[config.mk]
export PLATFORM = sky130hd
export DESIGN_NAME = multicycle_control_fsm
export DESIGN_NICKNAME = d
export VERILOG_FILES = /design/src/rtl/multicycle_control_fsm.sv
export SDC_FILE = /design/constraint.sdc
export NUM_CORES = 1
export LEC_CHECK = 0
export BUFFER_PORTS_ARGS = -buffer_cell sky130_fd_sc_hd__buf_4
export CAP_MARGIN = 20
export CORE_ASPECT_RATIO = 2
export CORE_MARGIN = 2
export CORE_UTILIZATION = 24
export CTS_CLUSTER_DIAMETER = 50
export DETAILED_ROUTE_END_ITERATION = 16
export MAX_ROUTING_LAYER = met4
export REMOVE_ABC_BUFFERS = 1
export SLEW_MARGIN = 5
export SYNTH_ARGS = -nofsm -noshare
export SYNTH_HDL_FRONTEND = slang
export SYNTH_SLANG_ARGS = --single-unit
export TNS_END_PERCENT = 10
[constraint.sdc]
create_clock -name clk -period 4.7 [get_ports clk]
set_input_delay 0.94 -clock clk [delete_from_list [all_inputs] [get_ports clk]]
set_output_delay 0.94 -clock clk [all_outputs]
set_load 0.05 [all_outputs]
[src/rtl/multicycle_control_fsm.sv]
// Multicycle control sequencer: walks each instruction through
// FETCH/DECODE/EXEC/MEM/WB, waits on imem/dmem ready handshakes with a
// bounded wait, and drives the datapath control set plus per-state enables.
module multicycle_control_fsm #(
  parameter int CMD_WIDTH     = 4,
  parameter int ALU_SEL_WIDTH = 3,
  parameter int MAX_WAIT      = 15,
  parameter int CNT_WIDTH     = 16
) (
  input  logic                     clk,
  input  logic                     reset_n,
  input  logic [CMD_WIDTH-1:0]     signalCommand,
  input  logic                     imem_ready,
  input  logic                     dmem_ready,
  input  logic                     stall,
  output logic                     jump,
  output logic                     jr_sel,
  output logic                     jal_sel_d,
  output logic                     jal_sel_addr,
  output logic                     mem_to_reg,
  output logic                     mem_write,
  output logic                     branch,
  output logic                     reg_dest,
  output logic                     alu_src_sel,
  output logic [ALU_SEL_WIDTH-1:0] alu_sel,
  output logic [ALU_SEL_WIDTH-1:0] alui_sel,
  output logic                     pc_write,
  output logic                     ir_write,
  output logic                     reg_write,
  output logic                     imem_read,
  output logic                     dmem_read,
  output logic                     instr_done,
  output logic                     illegal_op,
  output logic                     timeout_err,
  output logic [CNT_WIDTH-1:0]     instr_count,
  output logic [2:0]               state
);

  localparam int WAIT_W = $clog2(MAX_WAIT + 1);

  typedef enum logic [2:0] {
    FETCH  = 3'd0,
    DECODE = 3'd1,
    EXEC   = 3'd2,
    MEM    = 3'd3,
    WB     = 3'd4
  } state_t;

  typedef enum logic [CMD_WIDTH-1:0] {
    CMD_LW   = CMD_WIDTH'(0),
    CMD_SW   = CMD_WIDTH'(1),
    CMD_BEQ  = CMD_WIDTH'(2),
    CMD_BNE  = CMD_WIDTH'(3),
    CMD_J    = CMD_WIDTH'(4),
    CMD_JR   = CMD_WIDTH'(5),
    CMD_JAL  = CMD_WIDTH'(6),
    CMD_ADD  = CMD_WIDTH'(7),
    CMD_ADDI = CMD_WIDTH'(8),
    CMD_XORI = CMD_WIDTH'(9),
    CMD_SUB  = CMD_WIDTH'(10),
    CMD_SLT  = CMD_WIDTH'(11)
  } cmd_t;

  localparam logic [ALU_SEL_WIDTH-1:0] ALU_ADD = ALU_SEL_WIDTH'(0);
  localparam logic [ALU_SEL_WIDTH-1:0] ALU_SUB = ALU_SEL_WIDTH'(1);
  localparam logic [ALU_SEL_WIDTH-1:0] ALU_XOR = ALU_SEL_WIDTH'(2);
  localparam logic [ALU_SEL_WIDTH-1:0] ALU_SLT = ALU_SEL_WIDTH'(3);

  state_t               state_q;
  state_t               state_d;
  cmd_t                 cmd_q;
  logic [WAIT_W-1:0]    wait_cnt;
  logic [CNT_WIDTH-1:0] count_q;
  logic                 illegal_q;
  logic                 timeout_q;

  logic go;
  logic ready_now;
  logic waiting;
  logic wait_hit;
  logic retire;
  logic set_illegal;
  logic set_timeout;
  logic cmd_legal;

  assign go        = reset_n && !stall;
  assign ready_now = (state_q == FETCH) ? imem_ready : dmem_ready;
  assign waiting   = ((state_q == FETCH) || (state_q == MEM)) && !ready_now;
  assign wait_hit  = waiting && (wait_cnt == WAIT_W'(MAX_WAIT - 1));
  assign cmd_legal = (signalCommand <= CMD_WIDTH'(11));

  assign state       = state_q;
  assign illegal_op  = illegal_q;
  assign timeout_err = timeout_q;
  assign instr_count = count_q;
  assign instr_done  = retire;

  // State register.
  always_ff @(posedge clk) begin
    if (!reset_n) begin
      state_q <= FETCH;
    end else begin
      state_q <= state_d;
    end
  end

  // Latched command, wait counter, sticky flags and retire counter.
  always_ff @(posedge clk) begin
    if (!reset_n) begin
      cmd_q     <= CMD_LW;
      wait_cnt  <= '0;
      count_q   <= '0;
      illegal_q <= 1'b0;
      timeout_q <= 1'b0;
    end else begin
      if ((state_q == DECODE) && !stall) begin
        cmd_q <= cmd_t'(signalCommand);
      end
      if (!stall) begin
        if ((state_d != state_q) || set_timeout) begin
          wait_cnt <= '0;
        end else if (waiting) begin
          wait_cnt <= wait_cnt + WAIT_W'(1);
        end
      end
      if (set_illegal) begin
        illegal_q <= 1'b1;
      end
      if (set_timeout) begin
        timeout_q <= 1'b1;
      end
      if (retire) begin
        count_q <= count_q + CNT_WIDTH'(1);
      end
    end
  end

  // Next-state and control decode; stall/reset gating applied last.
  always_comb begin
    state_d      = state_q;
    jump         = 1'b0;
    jr_sel       = 1'b0;
    jal_sel_d    = 1'b0;
    jal_sel_addr = 1'b0;
    mem_to_reg   = 1'b0;
    mem_write    = 1'b0;
    branch       = 1'b0;
    reg_dest     = 1'b0;
    alu_src_sel  = 1'b0;
    alu_sel      = '0;
    alui_sel     = '0;
    pc_write     = 1'b0;
    ir_write     = 1'b0;
    reg_write    = 1'b0;
    imem_read    = 1'b0;
    dmem_read    = 1'b0;
    retire       = 1'b0;
    set_illegal  = 1'b0;
    set_timeout  = 1'b0;

    case (state_q)
      FETCH: begin
        imem_read = 1'b1;
        if (wait_hit) begin
          imem_read   = 1'b0;
          set_timeout = 1'b1;
        end else if (imem_ready) begin
          ir_write = 1'b1;
          pc_write = 1'b1;
          state_d  = DECODE;
        end
      end

      DECODE: begin
        if (cmd_legal) begin
          state_d = EXEC;
        end else begin
          set_illegal = 1'b1;
          state_d     = FETCH;
        end
      end

      EXEC: begin
        case (cmd_q)
          CMD_ADD, CMD_SUB, CMD_SLT: begin
            alu_sel  = (cmd_q == CMD_ADD) ? ALU_ADD :
                       (cmd_q == CMD_SUB) ? ALU_SUB : ALU_SLT;
            reg_dest = 1'b1;
            state_d  = WB;
          end
          CMD_ADDI, CMD_XORI: begin
            alui_sel    = (cmd_q == CMD_ADDI) ? ALU_ADD : ALU_XOR;
            alu_src_sel = 1'b1;
            state_d     = WB;
          end
          CMD_LW, CMD_SW: begin
            alui_sel    = ALU_ADD;
            alu_src_sel = 1'b1;
            state_d     = MEM;
          end
          CMD_BEQ, CMD_BNE: begin
            // pc_write is qualified by the zero flag inside the datapath.
            branch   = 1'b1;
            alu_sel  = ALU_SUB;
            pc_write = 1'b1;
            retire   = 1'b1;
            state_d  = FETCH;
          end
          CMD_J: begin
            jump     = 1'b1;
            pc_write = 1'b1;
            retire   = 1'b1;
            state_d  = FETCH;
          end
          CMD_JR: begin
            jump     = 1'b1;
            jr_sel   = 1'b1;
            pc_write = 1'b1;
            retire   = 1'b1;
            state_d  = FETCH;
          end
          CMD_JAL: begin
            jump         = 1'b1;
            jal_sel_addr = 1'b1;
            pc_write     = 1'b1;
            state_d      = WB;
          end
          default: state_d = FETCH;
        endcase
      end

      MEM: begin
        dmem_read = (cmd_q == CMD_LW);
        mem_write = (cmd_q == CMD_SW);
        if (wait_hit) begin
          dmem_read   = 1'b0;
          mem_write   = 1'b0;
          set_timeout = 1'b1;
          state_d     = FETCH;
        end else if (dmem_ready) begin
          if (cmd_q == CMD_LW) begin
            state_d = WB;
          end else begin
            retire  = 1'b1;
            state_d = FETCH;
          end
        end
      end

      WB: begin
        reg_write  = 1'b1;
        mem_to_reg = (cmd_q == CMD_LW);
        jal_sel_d  = (cmd_q == CMD_JAL);
        retire     = 1'b1;
        state_d    = FETCH;
      end

      default: state_d = FETCH;
    endcase

    // Stall or reset: hold position and suppress every enable and event.
    if (!go) begin
      state_d     = state_q;
      pc_write    = 1'b0;
      ir_write    = 1'b0;
      reg_write   = 1'b0;
      mem_write   = 1'b0;
      imem_read   = 1'b0;
      dmem_read   = 1'b0;
      retire      = 1'b0;
      set_illegal = 1'b0;
      set_timeout = 1'b0;
    end
  end

endmodule
==> flow_summary.toml <==
[status]
run_status = "complete, no violations"

[die]
die-area_sq_um = 7800
initial_core_util = 0.247
fp.dieH_um = 123
ios = 51
core_region_area_sq_um = 6890
fp.dieW_um = 63.5
fp-row-count = 43

[synth]
yosys_register_bits = 29
yosys_warnings = 0
synth_cells = 207
synth_area_sq_um = 1700
avgSynthCellArea_sq_um = 8.20
ys.flop_type = "dfxtp_1"
seq_area_frac_synth = 0.342
async_flop_share = 0
ys_types = 49
synth-edff-count = 0

[clock_network]
postCtsSetupBuffers = 0
clk_latency_ps = 270
numCtsBuffers = 5
h-tree-depth = 2
cts_root_buffer = "clkbuf_16"
numClockSinks = 29
cts_tree = "yes"
cts_resized = 0
cts_hold_buf = 0
clock_path_buffers = 2
clk_pin_slew_worst_paths_ps = 50

[placed_design]
port_buffers = 47
placed_area_sq_um = 2090
place_ws_ps = 1360
gp_congestion = 0.850
dp_hpwl_um = 3700

[finish]
fin_area_sq_um = 2230
multi_input_area_sq_um = 996
layout_common_cells = "48 x buf_4, 29 x dfxtp_1, 24 x nor2_1"
final_core_util = 0.323
final_common_cell = "buf_4"
seqCellArea_sq_um = 581
antenna_cells = 0
drive_gt1_frac = 0.248
fill_cells = 788
nNetsFinal = 261
area_growth_pct = 31.1

[power_and_ir_drop]
vdd_ir_drop_max_uv = 222
p_sw_w = 0.000161
p_per_area_nw_per_um2 = 283
power.internal_w = 0.000469
clockPowerShare = 0.468
netSwitchingFraction = 0.256
power_leakage_nw = 0.860
power_frac_comb = 0.114
sequentialPowerShare = 0.417

[sta]
min_period_over_period = 0.720
setup_violations = 0
maxSlewHeadroom = 0.482
finalHoldViolCount = 0
worst-slew-pin-transition_ps = 764
setup_tns_ps = 0
grt_setup_unrepaired = "no"
min_period_ps = 3380
slew_violations = 0
worst_slack_ps = 1320
max_freq_mhz = 296
fin_worst_skew_ps = 4.13

[route]
drtPass1Iterations = 5
wirelength_um = 4790
vias_per_cell = 4.99
drc_errors = 0
vias = 1695
drtIter0Drc = 46
avgRoutedWirePerCell_um = 14.1
ant_nets = 0

[global_route]
grt_pass1_wl_um = 7750
grt_overflow = 0
grt_max_degree = 22
antenna_found_initial = 0
first_global_vias = 1652
grt_usage = 0.130

[setup_path]
cp_slowest_stage_delay_ps = 660
cp_max_fo = 21
arrival_ps = 2440
crit_buf_inv = 2
cp_cell_sequence = "or3b_1 -> o41ai_4 -> o21ai_2 -> inv_1 -> buf_4"
criticalPathCategory = "reg2out"
r2r_slack_ps = 2380
endpoint_kind = "output port"
slowest_stage = "dfxtp_1"
required_ps = 3760
cpLargestDelayFamily = "compound AO/OA/AOI/OAI gates"
start_kind = "flip-flop"

[run]
cap_violations = 0

[hold_path]
hold_class = "reg2reg"
## flip-flops by register name, indices dropped and copies added, names as in the netlist
register	flops
cmd_q	4
illegal_op	1
timeout_err	1
state	3
wait_cnt	4
instr_count	16
## cell usage after synthesis, types with 4 or more instances
cell type / instances / area share
clkbuf_1: 8 / 0.018
a21oi_1: 17 / 0.050
nand2b_1: 5 / 0.018
nand4_1: 6 / 0.022
o31ai_1: 8 / 0.035
o21ai_0: 6 / 0.018
nor2_1: 24 / 0.053
nand3_1: 8 / 0.024
nand2_1: 16 / 0.035
mux2i_1: 6 / 0.035
or4_1: 9 / 0.040
a211oi_1: 4 / 0.018
inv_1: 9 / 0.020
dfxtp_1: 29 / 0.34
## final timing paths
path / cells past startpoint / end / start
max: 5 / instr_done / state[0]
min: 2 / timeout_err / timeout_err
max reg2reg: 5 / instr_count[8] / state[1]
min reg2reg: 2 / timeout_err / timeout_err
## cell families after synthesis
group,synth area share
xor gates and xnor gates,0.0206
adders and majority gates,0.0221
buffers and inverters,0.0759
AOI/OAI and AO/OA,0.200
DFF,0.342
muxes,0.0354
and+or+nand+nor,0.302
other,0.00221
## tightest hold or removal path, delay by kind of cell (launching register included)
family / cells / cell delay [ps]
flops: 1 / 310
buf+inv: 1 / 50
compound gates: 1 / 50
## layout make-up
| class | count | share of cell area |
|---|---|---|
| flip-flops and latches | 29 | 0.261 |
| clock inverters | 2 | 0.00450 |
| multi-input cells | 155 | 0.447 |
| repair buffers | 48 | 0.162 |
| inverters | 10 | 0.0169 |
| well taps | 90 | 0.0506 |
| clock buffers | 6 | 0.0579 |
## power by group through the flow
| stage | Sequential [W] | Clock, W | Combinational [W] |
|---|---|---|---|
| after detailed placement | 0.000267 | 0 | 0.0000716 |
| after CTS | 0.000262 | 0.000303 | 0.0000719 |
| final | 0.000263 | 0.000295 | 0.0000720 |
| after floorplan | 0.000270 | 0 | 0.0000426 |
| after global placement | 0.000268 | 0 | 0.0000715 |
| after global routing | 0.000264 | 0.000313 | 0.0000768 |
## layer usage
metal / GRT usage / wire length, um / part of all wire
met3: 0.0200 / 195 / 0.041
met4: 0.0639 / 140 / 0.029
met2: 0.240 / 2620 / 0.55
met1: 0.130 / 1830 / 0.38
met5: - / 0 / 0
## metrics by stage
stage,cells,hold WS [ps],power (W)
2_1_floorplan,194,479,0.000313
3_3_place_gp,332,448,0.000339
3_5_place_dp,332,449,0.000339
4_1_cts,340,461,0.000637
5_1_grt,340,487,0.000653
6_report,340,461,0.000630
Note: power is estimated with default switching activity, not from simulation.
